**src/rtl/rs_generic_pkg.sv**
```systemverilog
`default_nettype none
// =============================================================================
// rs_generic_pkg : shared types for the generic reservation station
// Revision       : 1.0
// =============================================================================
package rs_generic_pkg;

    localparam int PREG_IDX_W = 6;
    localparam int ROB_IDX_W  = 5;
    localparam int OPCODE_W   = 7;

    localparam logic [PREG_IDX_W-1:0] ZERO_REG = '0;

    typedef enum logic [2:0] {
        FU_ALU    = 3'd0,
        FU_MULT   = 3'd1,
        FU_LOAD   = 3'd2,
        FU_STORE  = 3'd3,
        FU_BRANCH = 3'd4
    } FU_TYPE;

    typedef struct packed {
        logic [PREG_IDX_W-1:0] num;
        logic                  ready;
    } REG;

    typedef struct packed {
        FU_TYPE                fu;
        REG                    tag1;
        REG                    tag2;
        logic [ROB_IDX_W-1:0]  rob_idx;
        logic [OPCODE_W-1:0]   opcode;
    } RS_PACKET;

endpackage

`default_nettype wire

```
**src/rtl/rs_generic_age_select.sv**
```systemverilog
`default_nettype none
// =============================================================================
// rs_age_select : allocation-age matrix and oldest-ready one-hot selector
// Revision      : 1.0
// =============================================================================
module rs_age_select #(
    parameter  int RS_SIZE = 8,
    localparam int IDX_W   = $clog2(RS_SIZE)
) (
    input  logic               clock,
    input  logic               reset,
    input  logic               squash,
    input  logic [RS_SIZE-1:0] busy,
    input  logic [RS_SIZE-1:0] candidate,
    input  logic               alloc_en,
    input  logic [IDX_W-1:0]   alloc_idx,
    input  logic               free_en,
    input  logic [IDX_W-1:0]   free_idx,
    output logic               sel_valid,
    output logic [RS_SIZE-1:0] sel_onehot,
    output logic [IDX_W-1:0]   sel_idx
);

    // older[i][j] = 1 : entry i was allocated before entry j
    logic [RS_SIZE-1:0][RS_SIZE-1:0] older;
    logic [RS_SIZE-1:0][RS_SIZE-1:0] older_col;

    always_ff @(posedge clock) begin
        if (reset || squash) begin
            older <= '0;
        end else begin
            for (int i = 0; i < RS_SIZE; i++) begin
                for (int j = 0; j < RS_SIZE; j++) begin
                    if (free_en && (i == int'(free_idx) || j == int'(free_idx)))
                        older[i][j] <= 1'b0;
                    else if (alloc_en && i == int'(alloc_idx))
                        older[i][j] <= 1'b0;
                    else if (alloc_en && j == int'(alloc_idx))
                        older[i][j] <= busy[i];
                end
            end
        end
    end

    // An entry wins when no other candidate is older than it
    for (genvar i = 0; i < RS_SIZE; i++) begin : g_sel
        for (genvar j = 0; j < RS_SIZE; j++) begin : g_col
            assign older_col[i][j] = older[j][i];
        end
        assign sel_onehot[i] = candidate[i] && !(|(candidate & older_col[i]));
    end

    assign sel_valid = |candidate;

    always_comb begin
        sel_idx = '0;
        for (int i = 0; i < RS_SIZE; i++) begin
            if (sel_onehot[i]) sel_idx = sel_idx | IDX_W'(i);
        end
    end

endmodule

`default_nettype wire

```
**src/rtl/rs_generic.sv**
```systemverilog
`default_nettype none
// =============================================================================
// rs_generic : unified reservation station with multi-CDB wakeup and
//              oldest-ready issue over a valid/ready port
// Revision   : 1.0
// =============================================================================
module rs_generic #(
    parameter  int RS_SIZE    = 8,
    parameter  int CDB_WIDTH  = 2,
    parameter  int PREG_IDX_W = rs_generic_pkg::PREG_IDX_W,
    localparam int IDX_W      = $clog2(RS_SIZE),
    localparam int CNT_W      = $clog2(RS_SIZE + 1)
) (
    input  logic                                 clock,
    input  logic                                 reset,
    input  logic                                 alloc_valid,
    input  rs_generic_pkg::RS_PACKET             alloc_packet,
    output logic                                 alloc_ready,
    input  logic [CDB_WIDTH-1:0]                 cdb_valid,
    input  logic [CDB_WIDTH-1:0][PREG_IDX_W-1:0] cdb_tag,
    output logic                                 issue_valid,
    output rs_generic_pkg::RS_PACKET             issue_packet,
    input  logic                                 issue_ready,
    output logic [IDX_W-1:0]                     issue_idx,
    input  logic                                 squash,
    output logic [CNT_W-1:0]                     free_count
);

    import rs_generic_pkg::*;

    logic [RS_SIZE-1:0] busy;
    RS_PACKET           entries [RS_SIZE];

    logic [RS_SIZE-1:0] candidate;
    logic [RS_SIZE-1:0] sel_onehot;
    logic [RS_SIZE-1:0] wake1;
    logic [RS_SIZE-1:0] wake2;
    logic [IDX_W-1:0]   alloc_idx;
    logic [IDX_W-1:0]   sel_idx;
    logic               sel_valid;
    logic               alloc_fire;
    logic               issue_fire;
    RS_PACKET           alloc_stored;

    function automatic logic cdb_hit(
        input logic [PREG_IDX_W-1:0]                 num,
        input logic [CDB_WIDTH-1:0]                  valid,
        input logic [CDB_WIDTH-1:0][PREG_IDX_W-1:0]  tags
    );
        logic hit;
        hit = 1'b0;
        for (int c = 0; c < CDB_WIDTH; c++) begin
            if (valid[c] && tags[c] == num) hit = 1'b1;
        end
        return hit;
    endfunction

    always_comb begin
        alloc_idx = '0;
        for (int i = RS_SIZE - 1; i >= 0; i--) begin
            if (!busy[i]) alloc_idx = IDX_W'(i);
        end
    end

    assign alloc_ready = ~&busy;
    assign alloc_fire  = alloc_valid && alloc_ready;
    assign issue_fire  = sel_valid && issue_ready;

    for (genvar i = 0; i < RS_SIZE; i++) begin : g_entry
        assign candidate[i] = busy[i] && entries[i].tag1.ready && entries[i].tag2.ready;
        assign wake1[i]     = busy[i] && cdb_hit(entries[i].tag1.num, cdb_valid, cdb_tag);
        assign wake2[i]     = busy[i] && cdb_hit(entries[i].tag2.num, cdb_valid, cdb_tag);
    end

    // Incoming tags see this cycle's broadcasts so no wakeup is lost in flight
    always_comb begin
        alloc_stored            = alloc_packet;
        alloc_stored.tag1.ready = alloc_packet.tag1.ready || (alloc_packet.tag1.num == ZERO_REG)
                                  || cdb_hit(alloc_packet.tag1.num, cdb_valid, cdb_tag);
        alloc_stored.tag2.ready = alloc_packet.tag2.ready || (alloc_packet.tag2.num == ZERO_REG)
                                  || cdb_hit(alloc_packet.tag2.num, cdb_valid, cdb_tag);
    end

    always_ff @(posedge clock) begin
        if (reset || squash) begin
            busy <= '0;
            for (int i = 0; i < RS_SIZE; i++) entries[i] <= '0;
        end else begin
            for (int i = 0; i < RS_SIZE; i++) begin
                if (wake1[i]) entries[i].tag1.ready <= 1'b1;
                if (wake2[i]) entries[i].tag2.ready <= 1'b1;
                if (issue_fire && sel_onehot[i]) busy[i] <= 1'b0;
                if (alloc_fire && alloc_idx == IDX_W'(i)) begin
                    busy[i]    <= 1'b1;
                    entries[i] <= alloc_stored;
                end
            end
        end
    end

    rs_age_select #(
        .RS_SIZE (RS_SIZE)
    ) u_age_select (
        .clock      (clock),
        .reset      (reset),
        .squash     (squash),
        .busy       (busy),
        .candidate  (candidate),
        .alloc_en   (alloc_fire),
        .alloc_idx  (alloc_idx),
        .free_en    (issue_fire),
        .free_idx   (sel_idx),
        .sel_valid  (sel_valid),
        .sel_onehot (sel_onehot),
        .sel_idx    (sel_idx)
    );

    always_comb begin
        issue_packet = '0;
        for (int i = 0; i < RS_SIZE; i++) begin
            if (sel_onehot[i]) issue_packet = entries[i];
        end
    end

    assign issue_valid = sel_valid;
    assign issue_idx   = sel_idx;

    always_comb begin
        free_count = '0;
        for (int i = 0; i < RS_SIZE; i++) begin
            if (!busy[i]) free_count = free_count + CNT_W'(1);
        end
    end

endmodule

`default_nettype wire

```
**config.mk**
```make
export PLATFORM = sky130hd
export DESIGN_NAME = rs_generic
export DESIGN_NICKNAME = d
export VERILOG_FILES = /design/src/rtl/rs_generic_pkg.sv /design/src/rtl/rs_generic_age_select.sv /design/src/rtl/rs_generic.sv
export SDC_FILE = /design/constraint.sdc
export NUM_CORES = 1
export LEC_CHECK = 0
export CELL_PAD_IN_SITES_DETAIL_PLACEMENT = 0
export CELL_PAD_IN_SITES_GLOBAL_PLACEMENT = 1
export CORE_UTILIZATION = 48
export CTS_CLUSTER_SIZE = 28
export DETAILED_ROUTE_END_ITERATION = 6
export GPL_TIMING_DRIVEN = 1
export PLACE_DENSITY = 0.85
export SLEW_MARGIN = 20
export SYNTH_ARGS = -nofsm -noshare
export SYNTH_HDL_FRONTEND = slang
export SYNTH_HIERARCHICAL = 1
export SYNTH_SLANG_ARGS = --single-unit
```
**constraint.sdc**
```tcl
create_clock -name clock -period 6.5 [get_ports clock]
set_clock_uncertainty 0.2 [all_clocks]
set_input_delay 1.3 -clock clock [delete_from_list [all_inputs] [get_ports clock]]
set_output_delay 1.3 -clock clock [all_outputs]
set_load 0.02 [all_outputs]
```
## Word-level counts from Yosys, hierarchy flattened

Memory sizes are Yosys's and may differ from the RTL's.
Index checks and enable logic that the tools add are counted.

| storage, ports and cells | value |
|---|---|
| bits in registers | 64 |
| memory bits (writable) | 232 |
| input port bits | 48 |
| word-level logic and storage cells | 657 |
| memories | 1 |

Memories:

| memory | words | width | read ports | clocked after Yosys merged registers in | write ports | line | text |
|---|---|---|---|---|---|---|---|
| entries | 8 | 29 | 8 | 0 | 8 | rs_generic.sv:32 | `RS_PACKET entries [RS_SIZE];` |

| operators by class | value |
|---|---|
| $add $sub $neg | 7 |
| eq/ne operators | 57 |
| mux-type cells | 213 |
| bitwise operators | 64 |
| reduce and logical (&&, ||, !) cells | 251 |

Operator list:

| operator | count |
|---|---|
| $mux W29 | 8 |
| $eq A6 B6 Y1 | 36 |
| $reduce_or A3 Y1 | 56 |
| $mux W1 | 160 |
| $logic_and A1 B1 Y1 | 130 |
| $mux W12 | 8 |
| $mux W9 | 8 |
| $reduce_or A8 Y1 | 9 |
| $and A8 B8 Y8 | 7 |
| $or A1 B1 Y1 | 56 |
| $mux W6 | 8 |
| $mux W3 | 12 |
| $logic_or A1 B1 Y1 | 33 |
| $add A4 B1 Y4 const B | 7 |
| $mux W4 | 7 |
| $eq A3 B3 Y1 const A | 8 |
| $reduce_bool A2 Y1 | 8 |
| $eq A2 B3 Y1 const A | 4 |
| $eq A3 B3 Y1 const B | 4 |
| $logic_not A6 Y1 | 2 |
| $logic_not A1 Y1 | 9 |
| $logic_not A3 Y1 | 3 |
| $and A8 B7 Y8 | 1 |
| $reduce_and A8 Y1 | 1 |
| 4 further kinds | 7 |

## Depth between registers and ports, before layout

Gate-level depths: netlist of the first run.
An unclocked memory read counts as a cell.

| logic depth | value |
|---|---|
| depth after elaboration | 18 |
| mapped depth | 19 |
| depth with buffers taken out | 19 |

## Hierarchy

The synthesis of the first run kept the hierarchy.

By module, submodules not included:

| module | times used | cells each | area each (sq um) | sequential area each (sq um) |
|---|---|---|---|---|
| rs_generic | 1 | 1372 | 13970.9 | 7126.8 |
| rs_age_select | 1 | 314 | 2926.6 | 1121.1 |

## Worst setup path before layout of the first run

Ideal clock, no wire load.

| timing path | value |
|---|---|
| path type | flip-flop to output port |
| from | reg busy[0] |
| to | out free_count[2] |
| data arrival time | 3976 ps |
| required time | 5000 ps |
| slack | 1024 ps |
| cell stages (with the launch flop) | 20 |
| path buffers | 1 |
| path through | dfxtp_1 inv_1 ha_1 buf_6 xor2_1 nor2_1 a21oi_1 inv_1 ha_1 xor2_1 nor2_1 or4_1 o211ai_4 ha_1 nor2_1 nor2_1 ha_1 nor2b_1 xnor2_1 xnor2_1 |

| between the ends | value |
|---|---|
| word-level cells in the longest chain between the ends | 15 |

RTL lines:

| what | line | text |
|---|---|---|
| from (decl) | rs_generic.sv:31 | `logic [RS_SIZE-1:0] busy;` |
| from (signal assigned) | rs_generic.sv:86 | `busy <= '0;` |
| from (signal, indexed assignment) | rs_generic.sv:92 | `if (issue_fire && sel_onehot[i]) busy[i] <= 1'b0;` |
| from (signal, indexed assignment) | rs_generic.sv:94 | `busy[i] <= 1'b1;` |
| $mux W1 * | rs_generic.sv:131 | `if (!busy[i]) free_count = free_count + CNT_W'(1);` |
| $add A4 B1 Y4 | rs_generic.sv:131 |  |
| $mux W4 * | rs_generic.sv:131 |  |
| $add A4 B1 Y4 | rs_generic.sv:131 |  |
| $mux W4 * | rs_generic.sv:131 |  |
| $add A4 B1 Y4 | rs_generic.sv:131 |  |
| $mux W4 * | rs_generic.sv:131 |  |
| $add A4 B1 Y4 | rs_generic.sv:131 |  |
| $mux W4 * | rs_generic.sv:131 |  |
| $add A4 B1 Y4 | rs_generic.sv:131 |  |
| $mux W4 * | rs_generic.sv:131 |  |
| $add A4 B1 Y4 | rs_generic.sv:131 |  |
| $mux W4 * | rs_generic.sv:131 |  |
| $add A4 B1 Y4 | rs_generic.sv:131 |  |
| $mux W4 * | rs_generic.sv:131 |  |
| to (decl) | rs_generic.sv:26 | `output logic [CNT_W-1:0] free_count` |

Every way passes the cells marked *; elsewhere a longest branch is shown, timed or not.

## Final worst setup path of the first run

| timing path | value |
|---|---|
| from | reg busy[1] |
| to | out free_count[3] |

| between the ends | value |
|---|---|
| word-level cells in the longest chain between the ends | 13 |

RTL lines:

| what | line |
|---|---|
| $mux W4 * | rs_generic.sv:131 |
| $add A4 B1 Y4 | rs_generic.sv:131 |
| $mux W4 * | rs_generic.sv:131 |
| $add A4 B1 Y4 | rs_generic.sv:131 |
| $mux W4 * | rs_generic.sv:131 |
| $add A4 B1 Y4 | rs_generic.sv:131 |
| $mux W4 * | rs_generic.sv:131 |
| $add A4 B1 Y4 | rs_generic.sv:131 |
| $mux W4 * | rs_generic.sv:131 |
| $add A4 B1 Y4 | rs_generic.sv:131 |
| $mux W4 * | rs_generic.sv:131 |
| $add A4 B1 Y4 | rs_generic.sv:131 |
| $mux W4 * | rs_generic.sv:131 |

Marked as above.

==> impl_metrics.toml, run 1 <==
[status]
status = "finished clean"

[final_layout]
layout.nets = 1792
drive_gt1_share_pct = 8.139
multiInputGateArea_mm2 = 0.007959
mostFrequentLayoutCell = "edfxtp_1"
design_area_mm2 = 0.01924
area.sequential_mm2 = 0.008248
mostFrequentLayoutCells = "edfxtp_1, nor2_1, nand2_1"
fill_cells = 2995
synthToLayoutAreaGrowth_pct = 13.85
diodes = 0

[die]
initial_core_util_pct = 48.80
die_width_um = 189.6
die_y_um = 189.6
core-area_mm2 = 0.03463
design.die.area_mm2 = 0.03596
rows = 68
io_pins = 86

[yosys]
synth.avg_cell_area_um2 = 10.02
synthCells = 1686
syn_nets = 1742
synth_top_family_by_area = "simple AND/OR/NAND/NOR gates"
synth_cell_types = 69
synth_compound_area_share_pct = 10.44
yosys.area_share.simple_pct = 17.84
synth_async_sr_flop_share_pct = 0
yosys_warnings = 6
syn_area_mm2 = 0.01690
yosys.area.top_type = "edfxtp_1"
ys_seq_elements = 296
synth.top_cell.area_share_pct = 41.23
synth_edf_count = 232
netlist_top_cells_area = "edfxtp_1, dfxtp_1, xnor2_1"
synth_ff_type = "edfxtp_1"
synth_xor_area_share_pct = 12.71
synthAdderAreaFrac_pct = 0.5924
synthMuxAreaShare_pct = 5.220
yosysSeqAreaShare_pct = 48.81

[timing]
holdWs_ns = 0.2835
setup_ws_ns = 0.2027
drv_slew = 0
period_share_pct = 96.88
slew_headroom_pct = 25.24
hold_viol = 0
setup_violations = 0
period_needed_ns = 6.297
tightest_slew_ns = 1.121
timing.fmax_mhz = 158.8

[clocking]
cts_tree = "built"
cts_buffers = 34
clk_latency_ns = 0.52
cts_sinks = 296
root_buffer = "clkbuf_16"
clockBufferDepth = 3
holdBufCountCts = 0
clk_pin_slew_ns = 0.06
htreeDepth = 2

[global_routing]
grt_pass1_wl_mm = 76.03
grt_usage_pct = 27.50
grt_max_degree = 45
overflow = 0
grt_pass1_vias = 13090
grt_antenna_before_repair = 0

[route]
drc = 0
drt_iter0_drc = 1520
wl_met1_mm = 21.21
via_per_inst = 6.106
vias = 13506
detail-route-antenna-nets = 0
wire_per_inst_um = 22.58
dr_wl_met2_mm = 23.25
dr.pass1.iters = 5
topRoutingLayerUsed = "met4"
drt_wl_total_mm = 49.94
wl_met3_mm = 4.218

[job]
drv_cap = 0

[power]
power_leakage_uw = 0.006950
intPower_uw = 3299
peakVddDrop_mv = 0.1456
power_frac_comb_pct = 9.5
switching_share_pct = 24.01
power_frac_seq_pct = 50.2
power_density_mw_per_mm2 = 225.7
clkPwrFrac_pct = 40.3
switching_power_uw = 1042

[critical_path]
worstPathArrival_ns = 4.80
path_class = "reg2out"
critPathMaxFanout = 12
cp.required_ns = 5.00
end_kind = "output pin"
critPathLaunchType = "flip-flop"

[placed_design]
preCtsSetupSlack_ns = 0.3510
hpwl_mm = 32.38
dpl_cell_area_mm2 = 0.01818
gp_congestion = 0.8902
portBuffers = 85

[min_path]
hp-class = "reg2reg"
==> cell type report <==
class	instances	share of cell area [%]
clock inverter	9	0.2537
multi-input combinational	1216	41.37
timing repair buffer	143	6.712
inverter	44	0.8780
sequential	296	42.87
clock buffer	48	4.911
timing repair inverter	1	0.03902
tap	455	2.959
==> timing repair <==
item / 4_1_cts / 5_1_grt
buffers inserted: 0 / 2
gates cloned: 0 / 1
endpoints found under the setup margin: 2 / 8
pin swaps: 0 / 0
gates resized for setup: 3 / 9
==> cells in the mapped netlist, types with 40 or more instances <==
| master | instances |
|---|---|
| nor2_1 | 195 |
| nand4_1 | 42 |
| mux2i_1 | 87 |
| edfxtp_1 | 232 |
| xnor2_1 | 118 |
| clkbuf_1 | 66 |
| nor3_1 | 52 |
| buf_2 | 40 |
| nand2_1 | 179 |
| dfxtp_1 | 64 |
| xor2_1 | 116 |
| o21ai_0 | 111 |
| inv_1 | 44 |
==> critical path, stage by stage, from the launching register on <==
cell           delay (ns)
dfxtp_1              0.35
buf_4                0.19
inv_1                0.11
ha_4                 0.19
mux2i_2              0.23
xor2_2               0.21
nor2_1               0.06
a21oi_1              0.16
inv_1                0.06
ha_1                 0.28
xor2_1               0.14
nor2_1               0.08
or4_1                0.54
o211ai_4             0.14
ha_1                 0.30
nor2_1               0.18
nor3_1               0.09
o21a_4               0.14
a31o_2               0.25
o32ai_2              0.23
dlygate4sd2_1        0.36
==> power by group through the flow <==
stage               Sequential, µW  Clock [µW]  Combinational [µW]
global route                  2190        1840                 443
finish                        2180        1750                 412
detailed placement            2220           0                 410
global placement              2210           0                 398
CTS                           2180        1770                 407
floorplan                     2200           0                 273
==> through the flow <==
step / instances / total power [µW] / utilization (%) / TNS, ns
CTS: 2209 / 4351 / 55.38 / 0
finish: 2212 / 4341 / 55.55 / 0
global placement: 2152 / 2612 / 52.51 / 0
floorplan: 1686 / 2477 / - / 0
detailed placement: 2152 / 2628 / 52.51 / 0
global route: 2212 / 4474 / 55.55 / -0.05442
==> cell families after synthesis <==
family                   after synthesis
AO/OA/AOI/OAI                        253
multiplexers                          88
AND/OR/NAND/NOR                      628
flip-flops                           296
XOR/XNOR                             239
buffers and inverters                174
adder cells (fa/ha/maj)                8
==> flip-flops by register name, summed over array words and instances, names as in the netlist <==
register and count:
entries 232, u_age_select/older 56, busy 8
==> final timing paths <==
path,from,to,slack (ns),cells after the start
worst max-delay path,busy[1],free_count[3],0.20,20
worst min-delay path,u_age_select/older[11],u_age_select/older[11],0.28,2
worst max register to register,busy[2],u_age_select/older[49],1.94,11
worst min register to register,u_age_select/older[11],u_age_select/older[11],0.28,2
==> routing by layer <==
metal  track usage [%]  vias to the layer above
met5                 0                        -
met4             9.181                        0
met3             4.427                       93
met2             44.14                      661
met1             37.85                     6626
li1                  -                     6126
Power figures use the tool's default switching activity.
==> run 2: changes to the inputs <==
--- a/config.mk
+++ b/config.mk
@@ -8,6 +8,7 @@
 export CELL_PAD_IN_SITES_DETAIL_PLACEMENT = 0
 export CELL_PAD_IN_SITES_GLOBAL_PLACEMENT = 1
 export CORE_UTILIZATION = 48
+export CTS_CLUSTER_DIAMETER = 150
 export CTS_CLUSTER_SIZE = 28
 export DETAILED_ROUTE_END_ITERATION = 6
 export GPL_TIMING_DRIVEN = 1
==> run 2 against run 1 <==
Effect of this change:
- non-clock buffer count unchanged
- register-to-register slack better by 0.03 ns
- largest power group unchanged
- largest cell class unchanged
- combinational power about the same
==> impl_metrics.toml, run 2 (synthesis results as in run 1) <==
[final_layout]
fill_cells = 3061
final_util_pct = 53.86
drive_gt1_share_pct = 6.802
reg_top3 = "entries x232, u_age_select/older x56, busy x8"
regMostFlops = "entries"
design_area_mm2 = 0.01865
largest_reg_flops = 232
diodes = 0
mostFrequentLayoutCell = "edfxtp_1"
mostFrequentLayoutCells = "edfxtp_1, nor2_1, nand2_1"
synthToLayoutAreaGrowth_pct = 10.37
layout.nets = 1772

[power]
power_density_mw_per_mm2 = 194.5
power_leakage_uw = 0.006659
p_total_uw = 3626
peakVddDrop_mv = 0.1472

[critical_path]
worstPathArrival_ns = 4.82
cp.required_ns = 5.00
critPathLaunchType = "flip-flop"
critPathMaxFanout = 12
end_kind = "output pin"
path_class = "reg2out"
r2r_slack_ns = 1.97

[placed_design]
portBuffers = 85
gp_congestion = 0.8902
dpl_cell_area_mm2 = 0.01818
hpwl_mm = 32.38
preCtsSetupSlack_ns = 0.3510

[timing]
setup_violations = 0
setup_ws_ns = 0.1834
slew_headroom_pct = 28.74
drv_slew = 0
period_needed_ns = 6.317
hold_viol = 0
timing.fmax_mhz = 158.3
period_share_pct = 97.18
tightest_slew_ns = 1.065

[route]
detail-route-antenna-nets = 0
drt_iter0_drc = 1505
dr.pass1.iters = 7
dr_wl_met2_mm = 22.89
vias = 13379
drt_wl_total_mm = 49.37
wl_met1_mm = 20.79
drc = 0
topRoutingLayerUsed = "met4"
wl_met3_mm = 4.395
wire_per_inst_um = 22.70
via_per_inst = 6.151

[global_routing]
grt_pass1_wl_mm = 75.09
grt_usage_pct = 27.08
grt_max_degree = 45
overflow = 0
grt_pass1_vias = 12947
grt_antenna_before_repair = 0

[clocking]
cts_tree = "built"
clk_latency_ns = 0.54
htreeDepth = 1
holdBufCountCts = 0
clockBufferDepth = 3
clk_pin_slew_ns = 0.12
root_buffer = "clkbuf_16"
cts_sinks = 296
cts_buffers = 14

[status]
status = "finished clean"

[die]
initial_core_util_pct = 48.80
io_pins = 86
rows = 68
die_y_um = 189.6
die_width_um = 189.6
core-area_mm2 = 0.03463
design.die.area_mm2 = 0.03596

[job]
drv_cap = 0

[min_path]
hp-class = "reg2reg"
[run 2: routing by layer]
layer	vias to the layer above	global-route usage (%)
li1	6056	-
met1	6585	37.38
met2	644	43.72
met3	94	4.280
met4	0	8.313
met5	-	0
[run 2: worst paths after layout]
check                               from                      to  cells past startpoint
setup reg to reg                 busy[2]  u_age_select/older[49]                     11
setup / recovery                 busy[1]           free_count[3]                     20
hold reg to reg   u_age_select/older[11]  u_age_select/older[11]                      2
hold / removal    u_age_select/older[11]  u_age_select/older[11]                      2
[run 2: report_power, final]
group          switching [µW]  internal [µW]  leakage (µW)
Sequential               55.3           2120       0.00309
Clock                     608            432      0.000196
Combinational             247            164       0.00337
Total                     910           2720       0.00666
[run 2: final cells by class]
| cell class | instances | area (µm²) | area share, % |
|---|---|---|---|
| Tap cell | 455 | 569.3 | 3.053 |
| Multi-Input combinational cell | 1216 | 7961 | 42.69 |
| Inverter | 44 | 168.9 | 0.9057 |
| Sequential cell | 296 | 8248 | 44.23 |
| Clock buffer | 19 | 390.4 | 2.093 |
| Clock inverter | 1 | 16.27 | 0.08722 |
| Timing Repair inverter | 1 | 7.507 | 0.04026 |
| Timing Repair Buffer | 143 | 1287 | 6.904 |
[run 2: critical path, cell delays in order, from the launching register on]
cell	delay, ns
dfxtp_1	0.37
buf_4	0.19
inv_1	0.11
ha_4	0.19
mux2i_2	0.23
xor2_2	0.21
nor2_1	0.06
a21oi_1	0.16
inv_1	0.06
ha_1	0.28
xor2_1	0.14
nor2_1	0.08
or4_1	0.54
o211ai_4	0.14
ha_1	0.30
nor2_1	0.18
nor3_1	0.09
o21a_4	0.14
a31o_2	0.25
o32ai_2	0.24
clkdlybuf4s15_1	0.33
[run 2: timing repair]
| item | CTS | global route |
|---|---|---|
| gates cloned | 0 | 1 |
| endpoints found under the setup margin | 3 | 15 |
| gates resized for setup | 3 | 12 |
| buffers inserted | 0 | 2 |
[run 2: per-stage QoR]
stage / instances / hold WS [ns] / TNS [ns]
2_1_floorplan: 1686 / 0.2579 / 0
3_3_place_gp: 2152 / 0.2772 / 0
3_5_place_dp: 2152 / 0.2735 / 0
4_1_cts: 2172 / 0.2893 / 0
5_1_grt: 2175 / 0.3042 / -0.02584
6_report: 2175 / 0.2949 / 0
==> run 3: changes to the inputs <==
--- a/config.mk
+++ b/config.mk
@@ -11,6 +11,7 @@
 export CTS_CLUSTER_DIAMETER = 150
 export CTS_CLUSTER_SIZE = 28
 export DETAILED_ROUTE_END_ITERATION = 6
+export GPL_ROUTABILITY_DRIVEN = 0
 export GPL_TIMING_DRIVEN = 1
 export PLACE_DENSITY = 0.85
 export SLEW_MARGIN = 20
==> run 3 against run 2 <==
Effect of this change:
- the run now ends with DRC left
- critical path depth is 5 lower
- total power is 0.14% lower
- clock-buffer cell count stayed put
- sequential power hardly changed
- hold slack better by 0.022 ns
- sequential cell count stayed put
- die area stayed put
- first-iteration DRC count is 0.60% lower
==> impl_metrics.toml, run 3 (synthesis results as in run 1) <==
[status]
status = "finished, violations left"
violations = "DRC"

[route]
drc = 2
dr.pass1.iters = 7
drt_wl_total_mm = 49.83
via_per_inst = 6.157
detail-route-antenna-nets = 0
drt_iter0_drc = 1496
wire_per_inst_um = 22.85
vias = 13428

[power]
peakVddDrop_mv = 0.1321
intPower_uw = 2714
switching_share_pct = 25.05
power_frac_seq_pct = 60.1
power_density_mw_per_mm2 = 193.8
power_leakage_uw = 0.006691
power_frac_comb_pct = 11.3
switching_power_uw = 907.2
clkPwrFrac_pct = 28.6

[final_layout]
mostFrequentLayoutCell = "edfxtp_1"
layout.nets = 1778
design_area_mm2 = 0.01869
fill_cells = 3038
reg_top3 = "entries x232, u_age_select/older x56, busy x8"
mostFrequentLayoutCells = "edfxtp_1, nor2_1, nand2_1"
diodes = 0
largest_reg_flops = 232
drive_gt1_share_pct = 7.184
synthToLayoutAreaGrowth_pct = 10.61
regMostFlops = "entries"

[critical_path]
critPathLaunchType = "flip-flop"
r2r-start = "busy[0]"
critPathCapture = "issue_packet[14]"
path_class = "reg2out"
worstPathArrival_ns = 4.81
regToRegEndpoint = "u_age_select/older[49]"
cp-startpoint = "busy[3]"
worstRegToRegCells = 12
cp.required_ns = 5.00
critPathMaxFanout = 31
r2r_slack_ns = 2.27
end_kind = "output pin"

[global_routing]
grt_max_degree = 45
grt_antenna_before_repair = 1
overflow = 0
grt_usage_pct = 27.49
grt_pass1_wl_mm = 76.45
grt_pass1_vias = 13129

[placed_design]
portBuffers = 85
dpl_cell_area_mm2 = 0.01824
hpwl_mm = 32.41
preCtsSetupSlack_ns = 0.4373

[timing]
setup_ws_ns = 0.1921
tightest_slew_ns = 1.076
setup_tns_ns = 0
hold_viol = 0
period_share_pct = 97.05
slew_headroom_pct = 28.29
drv_slew = 0
setup_violations = 0
timing.fmax_mhz = 158.5
holdWs_ns = 0.3171
period_needed_ns = 6.308
rsz0062_at_grt = "no"

[die]
io_pins = 86
die_y_um = 189.6
core-area_mm2 = 0.03463
initial_core_util_pct = 48.80
design.die.area_mm2 = 0.03596
die_width_um = 189.6
rows = 68

[clocking]
cts_buffers = 14
cts_tree = "built"
cts_sinks = 296
clk_latency_ns = 0.52
clk_pin_slew_ns = 0.11
root_buffer = "clkbuf_16"
htreeDepth = 1
clockBufferDepth = 3

[min_path]
hp-start = "u_age_select/older[11]"
hp-class = "reg2reg"

[job]
drv_cap = 0
==> run 3: changes by cell type in the layout (fill, tap and decap cells not counted), sizes merged <==
cell / previous run / this run
clkdlybuf4s15: 1 / 0
buf: 58 / 64
clkbuf: 20 / 21
==> run 3: metal layers <==
layer / vias up / track usage [%] / wire [µm] / part of all wire [%]
met5: - / 0 / 10 / 0.020
met4: 2 / 8.189 / 1275 / 2.6
met3: 95 / 3.763 / 4315 / 8.7
met2: 634 / 45.20 / 23300 / 47
met1: 6637 / 37.74 / 20930 / 42
li1: 6060 / - / - / -
==> run 3: cell type report <==
type                    count  area [µm²]  share of cell area, %
well taps                 455       569.3                  3.046
clock buffers              19       390.4                  2.089
flip-flops and latches    296        8249                  44.14
repair inverters            1       7.507                0.04017
repair buffers            149        1340                  7.170
clock inverters             1       16.27                0.08703
inverters                  44       168.9                 0.9037
multi-input cells        1216        7949                  42.53
==> run 3: worst max-delay path, stage by stage, from the launching register on <==
cell and delay, ns:
dfxtp_1 0.36, buf_4 0.19, and3_1 0.15, buf_4 0.18, a22o_1 0.24, a221oi_1 0.26, nand4_1 0.27, inv_1 0.21
buf_6 0.32, a221oi_1 0.16, o311ai_0 0.43, o21ai_0 0.18, o21ai_0 0.21, mux2i_1 0.10, o21ai_0 0.33, clkdlybuf4s50_1 0.68
==> run 3: worst min-delay path by stage <==
| stage | to | slack (ns) | depth (start not counted) |
|---|---|---|---|
| finish | u_age_select/older[11] | 0.32 | 2 |
| global route | u_age_select/older[11] | 0.36 | 2 |
| floorplan | u_age_select/older[11] | 0.26 | 2 |
| CTS | u_age_select/older[11] | 0.32 | 2 |
| global placement | u_age_select/older[11] | 0.30 | 2 |
| detailed placement | u_age_select/older[11] | 0.30 | 2 |
==> run 3: stage by stage <==
step,utilization (%),total power (µW),instances
5_1_grt,53.97,3721,2181
6_report,53.97,3621,2181
3_5_place_dp,52.68,2629,2158
3_3_place_gp,52.68,2614,2158
4_1_cts,53.87,3623,2178
2_1_floorplan,-,2477,1686
==> run 3: what timing repair did <==
item	CTS	global route
hold buffers	0	0
buffers inserted	0	2
gates resized for setup	4	11
pin swaps	0	0
endpoints found under the setup margin	2	20
gates cloned	0	1
==> run 3: power by group through the flow <==
stage               logic (µW)  registers [µW]  clock network, µW
floorplan                  273            2200                  0
global placement           400            2210                  0
detailed placement         411            2220                  0
CTS                        409            2170               1040
global route               440            2190               1100
finish                     410            2180               1040
